<file path="src/rtl/alu_pkg.sv">
// Shared constants for the ALU arbiter: opcode encodings, FSM state encoding
// and the default datapath width.
package alu_pkg;

    localparam int DEFAULT_WIDTH = 8;

    localparam logic [2:0] OP_ADD  = 3'b000;
    localparam logic [2:0] OP_SUB  = 3'b001;
    localparam logic [2:0] OP_AND  = 3'b010;
    localparam logic [2:0] OP_OR   = 3'b011;
    localparam logic [2:0] OP_XOR  = 3'b100;
    localparam logic [2:0] OP_XNOR = 3'b101;
    localparam logic [2:0] OP_NAND = 3'b110;
    localparam logic [2:0] OP_NOR  = 3'b111;

    localparam logic [1:0] ST_IDLE = 2'd0;
    localparam logic [1:0] ST_EXEC = 2'd1;
    localparam logic [1:0] ST_RESP = 2'd2;

endpackage

</file>
<file path="src/rtl/rr_arbiter.sv">
// Combinational round-robin picker: first set request at or above ptr,
// wrapping from NREQ-1 back to 0.
module rr_arbiter #(
    parameter int NREQ = 4,
    parameter int IDXW = $clog2(NREQ)
) (
    input  logic [NREQ-1:0] req,
    input  logic [IDXW-1:0] ptr,
    output logic [NREQ-1:0] grant,
    output logic [IDXW-1:0] grant_idx,
    output logic            any_req
);

    int              cand;
    logic [IDXW-1:0] cand_idx;
    logic            found;

    always_comb begin
        grant     = '0;
        grant_idx = '0;
        found     = 1'b0;
        cand      = 0;
        cand_idx  = '0;
        for (int k = 0; k < NREQ; k++) begin
            cand     = (int'(ptr) + k) % NREQ;
            cand_idx = IDXW'(cand);
            if (!found && req[cand_idx]) begin
                found           = 1'b1;
                grant[cand_idx] = 1'b1;
                grant_idx       = cand_idx;
            end
        end
        any_req = |req;
    end

endmodule

</file>
<file path="src/rtl/alu_arbiter.sv">
// Shares one external combinational ALU core among NREQ requesters with a
// rotating-priority grant and a registered, tagged response channel.
//
// state   | meaning
// --------+-----------------------------------------------------------
// IDLE    | waiting for any req_valid; grant + latch operands on entry
// EXEC    | operand registers drive the ALU core; result captured
// RESP    | rsp_valid held with frozen result until rsp_ready
module alu_arbiter
    import alu_pkg::*;
#(
    parameter int NREQ  = 4,
    parameter int WIDTH = DEFAULT_WIDTH
) (
    input  logic                      clk,
    input  logic                      reset,
    input  logic [NREQ-1:0]           req_valid,
    output logic [NREQ-1:0]           req_ready,
    input  logic [NREQ*WIDTH-1:0]     req_a,
    input  logic [NREQ*WIDTH-1:0]     req_b,
    input  logic [NREQ*3-1:0]         req_op,
    output logic [WIDTH-1:0]          alu_a,
    output logic [WIDTH-1:0]          alu_b,
    output logic [2:0]                alu_sel,
    input  logic [WIDTH-1:0]          alu_out,
    input  logic                      alu_carry,
    output logic                      rsp_valid,
    input  logic                      rsp_ready,
    output logic [$clog2(NREQ)-1:0]   rsp_id,
    output logic [WIDTH-1:0]          rsp_data,
    output logic                      rsp_carry,
    output logic                      busy
);

    localparam int IDXW = $clog2(NREQ);

    logic [1:0]       state_q,     state_d;
    logic [IDXW-1:0]  ptr_q,       ptr_d;
    logic [IDXW-1:0]  id_q,        id_d;
    logic [WIDTH-1:0] a_q,         a_d;
    logic [WIDTH-1:0] b_q,         b_d;
    logic [2:0]       op_q,        op_d;
    logic [WIDTH-1:0] rsp_data_q,  rsp_data_d;
    logic             rsp_carry_q, rsp_carry_d;

    logic [NREQ-1:0]  grant;
    logic [IDXW-1:0]  grant_idx;
    logic             any_req;

    rr_arbiter #(
        .NREQ (NREQ),
        .IDXW (IDXW)
    ) u_rr_arbiter (
        .req       (req_valid),
        .ptr       (ptr_q),
        .grant     (grant),
        .grant_idx (grant_idx),
        .any_req   (any_req)
    );

    always_comb begin
        state_d     = state_q;
        ptr_d       = ptr_q;
        id_d        = id_q;
        a_d         = a_q;
        b_d         = b_q;
        op_d        = op_q;
        rsp_data_d  = rsp_data_q;
        rsp_carry_d = rsp_carry_q;
        req_ready   = '0;

        case (state_q)
            ST_IDLE: begin
                if (any_req) begin
                    req_ready = grant;
                    id_d      = grant_idx;
                    a_d       = req_a[grant_idx*WIDTH +: WIDTH];
                    b_d       = req_b[grant_idx*WIDTH +: WIDTH];
                    op_d      = req_op[grant_idx*3 +: 3];
                    state_d   = ST_EXEC;
                end
            end
            ST_EXEC: begin
                rsp_data_d  = alu_out;
                rsp_carry_d = alu_carry;
                state_d     = ST_RESP;
            end
            ST_RESP: begin
                // Pointer moves past the owner only once the response is
                // consumed, so a re-requesting client queues behind others.
                if (rsp_ready) begin
                    ptr_d   = (id_q == IDXW'(NREQ - 1)) ? '0 : id_q + 1'b1;
                    state_d = ST_IDLE;
                end
            end
            default: state_d = ST_IDLE;
        endcase
    end

    always_ff @(posedge clk or posedge reset) begin
        if (reset) begin
            state_q     <= ST_IDLE;
            ptr_q       <= '0;
            id_q        <= '0;
            a_q         <= '0;
            b_q         <= '0;
            op_q        <= '0;
            rsp_data_q  <= '0;
            rsp_carry_q <= 1'b0;
        end else begin
            state_q     <= state_d;
            ptr_q       <= ptr_d;
            id_q        <= id_d;
            a_q         <= a_d;
            b_q         <= b_d;
            op_q        <= op_d;
            rsp_data_q  <= rsp_data_d;
            rsp_carry_q <= rsp_carry_d;
        end
    end

    assign alu_a     = a_q;
    assign alu_b     = b_q;
    assign alu_sel   = op_q;
    assign rsp_valid = (state_q == ST_RESP);
    assign rsp_id    = id_q;
    assign rsp_data  = rsp_data_q;
    assign rsp_carry = rsp_carry_q;
    assign busy      = (state_q != ST_IDLE);

endmodule
</file>
<file path="config.mk">
export PLATFORM = sky130hd
export DESIGN_NAME = alu_arbiter
export DESIGN_NICKNAME = d
export VERILOG_FILES = /design/src/rtl/alu_pkg.sv /design/src/rtl/rr_arbiter.sv /design/src/rtl/alu_arbiter.sv
export SDC_FILE = /design/constraint.sdc
export NUM_CORES = 1
export LEC_CHECK = 0
export CORE_MARGIN = 4
export CORE_UTILIZATION = 30
export DETAILED_ROUTE_END_ITERATION = 7
export GPL_ROUTABILITY_DRIVEN = 0
export GPL_TIMING_DRIVEN = 0
export PLACE_DENSITY = 0.63
export REMOVE_ABC_BUFFERS = 1
export SLEW_MARGIN = 20
export SYNTH_ARGS = -nofsm -noshare
export SYNTH_HDL_FRONTEND = slang
export SYNTH_SLANG_ARGS = --single-unit
</file>
<file path="constraint.sdc">
create_clock -name clk -period 6.9 [get_ports clk]
set_input_delay 1.725 -clock clk [delete_from_list [all_inputs] [get_ports clk]]
set_output_delay 1.725 -clock clk [all_outputs]
set_load 0.03 [all_outputs]
</file>
======== Yosys cells after proc, flatten, opt, wreduce, memory -nomap -nowiden ========
Cells that the tools add are included.
W data, S select, Z words.
word-level totals
  register bits after elaboration ......... 34
  input bits .............................. 92
  logic and storage cells ................. 81
operators by class
  $add $sub $neg .......................... 4
  multipliers ............................. 1
  order comparisons ....................... 8
  eq/ne operators ......................... 5
  shifts and indexed selects .............. 3
  muxes and demuxes ....................... 33
  bitwise gates (word level) .............. 3
  reduce and logical (&&, ||, !) cells .... 16
operators by type and width
  kind                   number
  $shiftx A32 B6 Y8      2
  $mux W4                6
  $mux W2                7
  $lt A2 B3 Y1 const B   4
  $or A4 B4 Y4           3
  $shiftx A12 B5 Y3      1
  $mux W1                11
  $bmux W1 S2            4
  $demux W1 S2           4
  $ge A2 B1 Y1 const B   4
  $logic_and A1 B1 Y1    7
  $pmux W2 S3            1
  $reduce_and A2 Y1      3
  $add A2 B1 Y2 const B  2
  $add A2 B2 Y2 const B  2
  $eq A2 B2 Y1 const B   2
  $mul A2 B2 Y4 const B  1
  $reduce_or A4 Y1       1
  $logic_not A1 Y1       3
  $eq A2 B1 Y1 const B   1
  $logic_not A2 Y1       1
  $ne A2 B1 Y1 const B   1
  $ne A2 B2 Y1 const B   1
  $reduce_bool A2 Y1     1

======== Longest topological paths before layout ========
Gate-level depths: netlist of run 1.
  depth after elaboration ................. 14
  depth in mapped cells ................... 13

======== Hierarchy ========
From an unflattened synthesis of run 1, not the netlist that was laid out.
second synthesis, totals
  cell total of the unflattened synthesis .. 153
  area total of the unflattened synthesis .. 2222.1 sq um
by module, submodules not included
  module       instances  cells an instance  area each (sq um)  seq. area each (sq um)
  alu_arbiter  1          106                1795.5             850.8
  rr_arbiter   1          47                 426.7              0.0

======== Worst setup path after synthesis of run 1 ========
No wires, ideal clock.
  path kind ............................... input to output
  start ................................... input req_valid[3]
  end ..................................... output req_ready[0]
  arrival ................................. 3.533 ns
  data required time ...................... 5.175 ns
  setup slack ............................. 1.642 ns
  stages .................................. 7
  buffers on the path ..................... 2
  cells stage by stage .................... buf_6 > mux2i_1 > mux2i_4 > clkbuf_1 > nor4_1 > a221oi_1 > nor2_1
between the ends
  longest elaborated chain between the ends .. 14
RTL lines
  item                           RTL line           RTL
  from (decl)                    alu_arbiter.sv:17  input logic [NREQ-1:0] req_valid,
  $bmux W1 S2                    rr_arbiter.sv:27   if (!found && req[cand_idx]) begin
  $mux W1 (implied by the code)  rr_arbiter.sv:27
  $mux W1                        rr_arbiter.sv:27
  $logic_not A1 Y1               rr_arbiter.sv:27
  $logic_and A1 B1 Y1            rr_arbiter.sv:27
  $mux W1                        rr_arbiter.sv:27
  $logic_not A1 Y1               rr_arbiter.sv:27
  $logic_and A1 B1 Y1            rr_arbiter.sv:27
  $mux W1                        rr_arbiter.sv:27
  $logic_not A1 Y1               rr_arbiter.sv:27
  $logic_and A1 B1 Y1            rr_arbiter.sv:27
  $mux W4                        rr_arbiter.sv:27
  $mux W4 (*)                    alu_arbiter.sv:74  if (any_req) begin
  $mux W4 (*)                    alu_arbiter.sv:72  case (state_q)
  to (decl)                      alu_arbiter.sv:18  output logic [NREQ-1:0] req_ready,
Every way passes the cells marked *; elsewhere a longest branch is shown, timed or not. The select of a mux whose other input is x is not followed.

======== Final worst setup path of run 1 ========
  start ................................... input req_valid[3]
  end ..................................... output req_ready[3]
Same word-level chain as after synthesis.

==> results of run 1 <==
path summary, 6_finish.rpt:
path	end	slack [ps]
setup reg to reg	alu_b[6]$_DFFE_PP0P_	1910
hold reg to reg	rsp_data[6]$_DFFE_PP0N_	510
setup / recovery	req_ready[3]	340
hold / removal	rsp_data[6]$_DFFE_PP0N_	510
min in group asynchronous	alu_b[0]$_DFFE_PP0P_	1750
max in group asynchronous	ptr_q[0]$_DFFE_PP0P_	4700
layer usage:
metal  global-route usage [%]  up-vias  wire length, um
met5                        0        -                0
met4                     3.09        0               42
met3                     5.14        5              752
met2                     30.2      104             4780
met1                     22.3     1415             4280
li1                         -     1452                -
layout make-up:
cell class	instances	share of cell area, %
sequential	34	19.7
clock buffer	7	2.00
inverter	6	0.522
tap	129	3.74
multi-input combinational	252	42.4
timing repair buffer	131	31.4
clock inverter	1	0.116
kinds of logic (layout without fill, tap and decap cells):
kind of cell / count (synthesis) / count (layout) / share of synthesized area, %
simple gates: 120 / 120 / 21.4
compound gates: 92 / 92 / 25.9
flops: 34 / 34 / 29.9
buf+inv: 32 / 145 / 6.07
mux: 31 / 31 / 12.8
fa+ha+maj: 9 / 9 / 3.96
placed cells by master, fill, tap and decap left out, drive strengths merged, types with 3 or more instances in the layout:
cell	count
o21ai	12
nor3	3
mux2	13
clkdlybuf4s50	127
o211ai	3
o2111ai	18
nor2	16
nand2	35
clkbuf	7
and2	7
ha	9
mux2i	16
inv	5
a2111o	7
nand2b	5
a221oi	4
a31oi	8
a22oi	4
a21oi	12
a31o	9
dfrtp	34
nand3	42
buf	4
power breakdown:
group	internal (W)	total, W	switching (W)
logic	0.000633	0.00154	0.000907
clock network	0.0000807	0.000158	0.0000773
registers	0.000305	0.000388	0.0000828
total	0.00102	0.00209	0.00107
cell usage after synthesis, types with 2 or more instances:
master / instances / area share (%)
a22oi_1: 4 / 1.1
mux2_2: 13 / 5.1
mux4_2: 2 / 1.6
buf_6: 5 / 2.0
a31oi_1: 8 / 1.8
o211ai_1: 3 / 0.79
buf_2: 9 / 1.6
a2111o_1: 7 / 2.8
a221oi_1: 4 / 1.2
o21ai_1: 3 / 0.53
inv_1: 5 / 0.66
a22o_1: 2 / 0.62
a31o_1: 2 / 0.62
nand2b_1: 5 / 1.1
nor2b_1: 2 / 0.44
nor4_1: 2 / 0.44
nand2_1: 35 / 4.6
dfrtp_1: 34 / 30
ha_1: 9 / 4.0
o2111ai_1: 18 / 5.5
nand3_1: 42 / 7.4
and2_1: 7 / 1.5
o32ai_1: 2 / 0.62
nor2_1: 14 / 1.8
a21oi_1: 12 / 2.1
or3_1: 2 / 0.44
a31o_2: 7 / 2.2
clkbuf_1: 9 / 1.2
buf_1: 2 / 0.26
mux2i_1: 15 / 5.3
o21ai_0: 9 / 1.6
state kept, by name, summed over array words and instances, names as in the netlist:
signal,cells
alu_a,8
alu_b,8
alu_sel,3
ptr_q,2
rsp_carry,1
rsp_data,8
rsp_id,2
state_q,2
per-stage QoR:
step,cells,area [um2]
after floorplan,292,2700
after global placement,548,4130
after detailed placement,552,4220
after CTS,560,4320
after global routing,560,4320
final,560,4320
==> flow_metrics.py, run 1 <==
metrics = {
    "run_status": {
        "outcome": "finished clean",
    },
    "grt": {
        "grt_start_max_net_pins": 32,
        "first_pass_grt_wire_length_um": 16000,
        "grt_pass1_vias": 3136,
        "grt_remaining_overflow": 0,
        "grt_antenna_before_repair": 0,
        "grtUsageTotal_pct": 17.7,
    },
    "floorplanning": {
        "start_util_pct": 30.8,
        "floorplan.die.height_um": 105,
        "die_w_um": 105,
        "io_pins": 128,
        "fp.dieArea_um2": 11100,
        "core.rowCount": 35,
        "placeableCoreArea_um2": 9240,
    },
    "clocking": {
        "cts_hold_buf": 0,
        "htree_num_levels": 2,
        "cts.repair_timing.setup_buffer_count": 0,
        "cts_inserted_buffers": 5,
        "clock_sinks": 34,
        "clock_insertion_delay_worst_skew_ps": 280,
        "path_clk_slew_ps": 80,
        "clk_path_buf_depth": 2,
        "cts_tree": "built",
        "cts_root_buf": "clkbuf_8",
        "post_cts_sizing": 0,
    },
    "power_and_ir_drop": {
        "power_leakage_nw": 1.65,
        "power.ir.vdd_worst_mv": 0.290,
        "power_density_nw_per_um2": 483,
        "post-layout-total-power_w": 0.00209,
    },
    "timing": {
        "slew_headroom_pct": 28.8,
        "rsz0062_at_grt": "false",
        "fin_setup_tns_ps": 0,
        "setup_viol": 0,
        "final.hold.worst_slack_ps": 507,
        "min_period_ps": 6560,
        "hold_violations_final": 0,
        "maxClockFrequency_mhz": 152,
        "worst_tran_pin_value_ps": 1060,
        "timing.final.crit_share_pct": 95.0,
        "timing.final.ws_setup_ps": 342,
        "finalMaxSlewViolations": 0,
        "worst_clock_skew_ps": 8.15,
    },
    "route": {
        "wirelength_um": 9860,
        "ant_nets": 0,
        "initial_detailed_routing_violation_count": 145,
        "drtPass1Iterations": 6,
        "detail_route.vias_per_cell": 5.31,
        "drt-wirelength-per-cell_um": 17.6,
        "route.vias.total": 2976,
        "post-route-drc-count": 0,
    },
    "layout": {
        "number_of_filler_instances_in_the_final_layout": 888,
        "number_of_inserted_diodes": 0,
        "multi_input_comb_area_um2": 1830,
        "final_util_pct": 46.7,
        "seqCellArea_um2": 852,
        "num-nets-final": 531,
        "areaGrowthSynthToFinish_pct": 51.6,
        "drive_gt1_share_pct": 10.9,
    },
    "critical_path": {
        "category_of_the_worst_setup_path_capture_point": "primary output",
        "critical_path_cell_count": 8,
        "cpMaxStageDelayCell": "nor2b_1",
        "critical_path_peak_fanout": 9,
        "worst_path_required_ps": 5180,
        "arrival_time_reported_for_the_critical_path_endpoint_ps": 4830,
        "path_class": "in -> out",
        "crit-reg2reg-launch": "ptr_q[0]$_DFFE_PP0P_",
        "crit_chain": "clkdlybuf4s50_1, mux4_2, nor2b_1, a22oi_1, nor2_1, a221oi_1, nor2_1, clkdlybuf4s50_1",
        "rr_worst_depth": 9,
        "critical_path.startpoint_type": "input port",
        "crit_path_max_incr_delay_ps": 770,
        "worst_path_dominant_cell_family": "buffers and inverters",
        "cp_num_buf_inv": 2,
        "critPathLaunch": "req_valid[3]",
    },
    "min_path": {
        "holdCritPathClass": "reg -> reg",
        "hold_path_start": "rsp_data[6]$_DFFE_PP0N_",
        "worstHoldPathCells": 1,
    },
    "flow_run": {
        "maxCapViolations": 0,
    },
    "synth": {
        "yosys_register_bits": 34,
        "number_of_enable_type_register_cells_in_the_synthesized_netlist": 0,
        "synth_area_per_cell_um2": 8.95,
        "synth-main-ff-cell": "dfrtp_1",
        "post_synth_num_cell_types": 56,
        "yosysWarningCount": 0,
        "synth_sequential_area_ratio_pct": 29.9,
        "postSynth.asyncResetShare_pct": 100,
        "synthCells": 318,
        "syn-cell-area_um2": 2850,
    },
    "placement": {
        "buffer_ports.inserted": 127,
        "place.detailed.hpwl_um": 7150,
        "worst_slack_after_detailed_placement_ps": 333,
    },
}
Note: power is estimated with default switching activity, not from simulation.
==> inputs of run 2 (changes only) <==
Settings changed: CAP_MARGIN set to 20, CORE_ASPECT_RATIO set to 0.5.
==> flow_metrics.py, run 2 (synthesis results as in run 1) <==
metrics = {
    "floorplanning": {
        "core.rowCount": 24,
        "die_w_um": 146,
        "floorplan.die.height_um": 76.9,
        "fp.dieArea_um2": 11200,
        "io_pins": 128,
        "start_util_pct": 31.7,
        "placeableCoreArea_um2": 8980,
    },
    "grt": {
        "grt_start_max_net_pins": 33,
        "grtUsageTotal_pct": 17.3,
        "grt_pass1_vias": 2847,
        "first_pass_grt_wire_length_um": 15900,
        "grt_remaining_overflow": 0,
        "grt_antenna_before_repair": 0,
    },
    "route": {
        "drt-wirelength-per-cell_um": 18.0,
        "wirelength_um": 9880,
        "detail_route.vias_per_cell": 5.39,
        "post-route-drc-count": 0,
        "ant_nets": 0,
        "drtPass1Iterations": 4,
        "route.vias.total": 2953,
        "initial_detailed_routing_violation_count": 218,
    },
    "critical_path": {
        "critical_path_peak_fanout": 9,
        "path_class": "in -> out",
        "arrival_time_reported_for_the_critical_path_endpoint_ps": 4850,
        "worst_path_required_ps": 5180,
        "category_of_the_worst_setup_path_capture_point": "primary output",
        "critical_path.startpoint_type": "input port",
    },
    "layout": {
        "number_of_inserted_diodes": 0,
        "number_of_filler_instances_in_the_final_layout": 827,
        "final_common_cell": "clkdlybuf4s50_1",
        "instances_no_fill": 548,
        "num-nets-final": 531,
        "drive_gt1_share_pct": 11.1,
        "multi_input_comb_area_um2": 1830,
        "final_cell_mix": "clkdlybuf4s50_1, nand3_1, nand2_1, dfrtp_1, o2111ai_1",
        "seqCellArea_um2": 852,
        "areaGrowthSynthToFinish_pct": 54.7,
    },
    "clocking": {
        "clk_path_buf_depth": 2,
        "cts_hold_buf": 0,
        "post_cts_sizing": 0,
        "cts_inserted_buffers": 5,
        "cts_root_buf": "clkbuf_16",
        "clock_insertion_delay_worst_skew_ps": 280,
        "clock_sinks": 34,
        "cts_tree": "built",
        "htree_num_levels": 2,
        "path_clk_slew_ps": 50,
        "cts.repair_timing.setup_buffer_count": 0,
    },
    "placement": {
        "dp.cells": 540,
        "worst_slack_after_detailed_placement_ps": 307,
        "buffer_ports.inserted": 127,
        "place.detailed.hpwl_um": 7250,
    },
    "flow_run": {
        "maxCapViolations": 0,
    },
    "timing": {
        "timing.final.ws_setup_ps": 325,
        "min_period_ps": 6570,
        "hold_violations_final": 0,
        "setup_viol": 0,
        "slew_headroom_pct": 31.3,
        "fin_setup_tns_ps": 0,
        "worst_tran_pin_value_ps": 1030,
        "rsz0062_at_grt": "false",
        "timing.final.crit_share_pct": 95.3,
        "maxClockFrequency_mhz": 152,
        "worst_clock_skew_ps": 3.57,
        "finalMaxSlewViolations": 0,
    },
    "power_and_ir_drop": {
        "power_density_nw_per_um2": 506,
        "power_leakage_nw": 1.69,
        "power.ir.vdd_worst_mv": 0.235,
    },
    "min_path": {
        "holdCritPathClass": "reg -> reg",
    },
    "run_status": {
        "outcome": "finished clean",
    },
}
## run 2: through the flow
| step | area [um2] | utilization, % | power, W | hold slack (ps) |
|---|---|---|---|---|
| 2_1_floorplan | 2700 | - | 0.00137 | 543 |
| 3_3_place_gp | 4110 | 45.8 | 0.00188 | 488 |
| 3_5_place_dp | 4210 | 46.8 | 0.00193 | 493 |
| 4_1_cts | 4400 | 49.1 | 0.00224 | 505 |
| 5_1_grt | 4400 | 49.1 | 0.00239 | 525 |
| 6_report | 4400 | 49.1 | 0.00223 | 502 |
## run 2: metal layers
metal / track usage [%] / routed length (um) / vias to the layer above
met5: 0 / 0 / -
met4: 3.22 / 91 / 0
met3: 4.06 / 584 / 8
met2: 28.3 / 4790 / 78
met1: 23.7 / 4420 / 1421
li1: - / - / 1446
## run 2: path summary, 6_finish.rpt
kind / startpoint / to / slack [ps] / cells past startpoint
setup / recovery: req_valid[3] / req_ready[1] / 330 / 8
hold / removal: rsp_data[7]$_DFFE_PP0N_ / rsp_data[7]$_DFFE_PP0N_ / 500 / 1
setup reg to reg: ptr_q[0]$_DFFE_PP0P_ / alu_a[4]$_DFFE_PP0P_ / 1830 / 9
hold reg to reg: rsp_data[7]$_DFFE_PP0N_ / rsp_data[7]$_DFFE_PP0N_ / 500 / 1
max in group asynchronous: reset / ptr_q[0]$_DFFE_PP0P_ / 4720 / 3
min in group asynchronous: reset / alu_b[2]$_DFFE_PP0P_ / 1750 / 2
## run 2: final cells by class
type / instances / share of cell area [%]
Timing Repair Buffer: 131 / 30.7
Clock inverter: 2 / 1.36
Sequential cell: 34 / 19.3
Clock buffer: 6 / 3.15
Inverter: 6 / 0.511
Multi-Input combinational cell: 252 / 41.6
Tap cell: 117 / 3.32
## run 2: critical path, cell delays in order
cell	delay [ps]
clkdlybuf4s50_1	550
mux4_2	620
nor2b_1	780
a22oi_1	150
nor2_1	150
a221oi_1	60
nor2_1	130
clkdlybuf4s50_1	680
## run 2: report_power, final
part | switching (W) | internal [W] | total (W)
combinational | 0.000902 | 0.000630 | 0.00153
clock | 0.0000854 | 0.000217 | 0.000302
sequential | 0.0000893 | 0.000305 | 0.000395
total | 0.00108 | 0.00115 | 0.00223
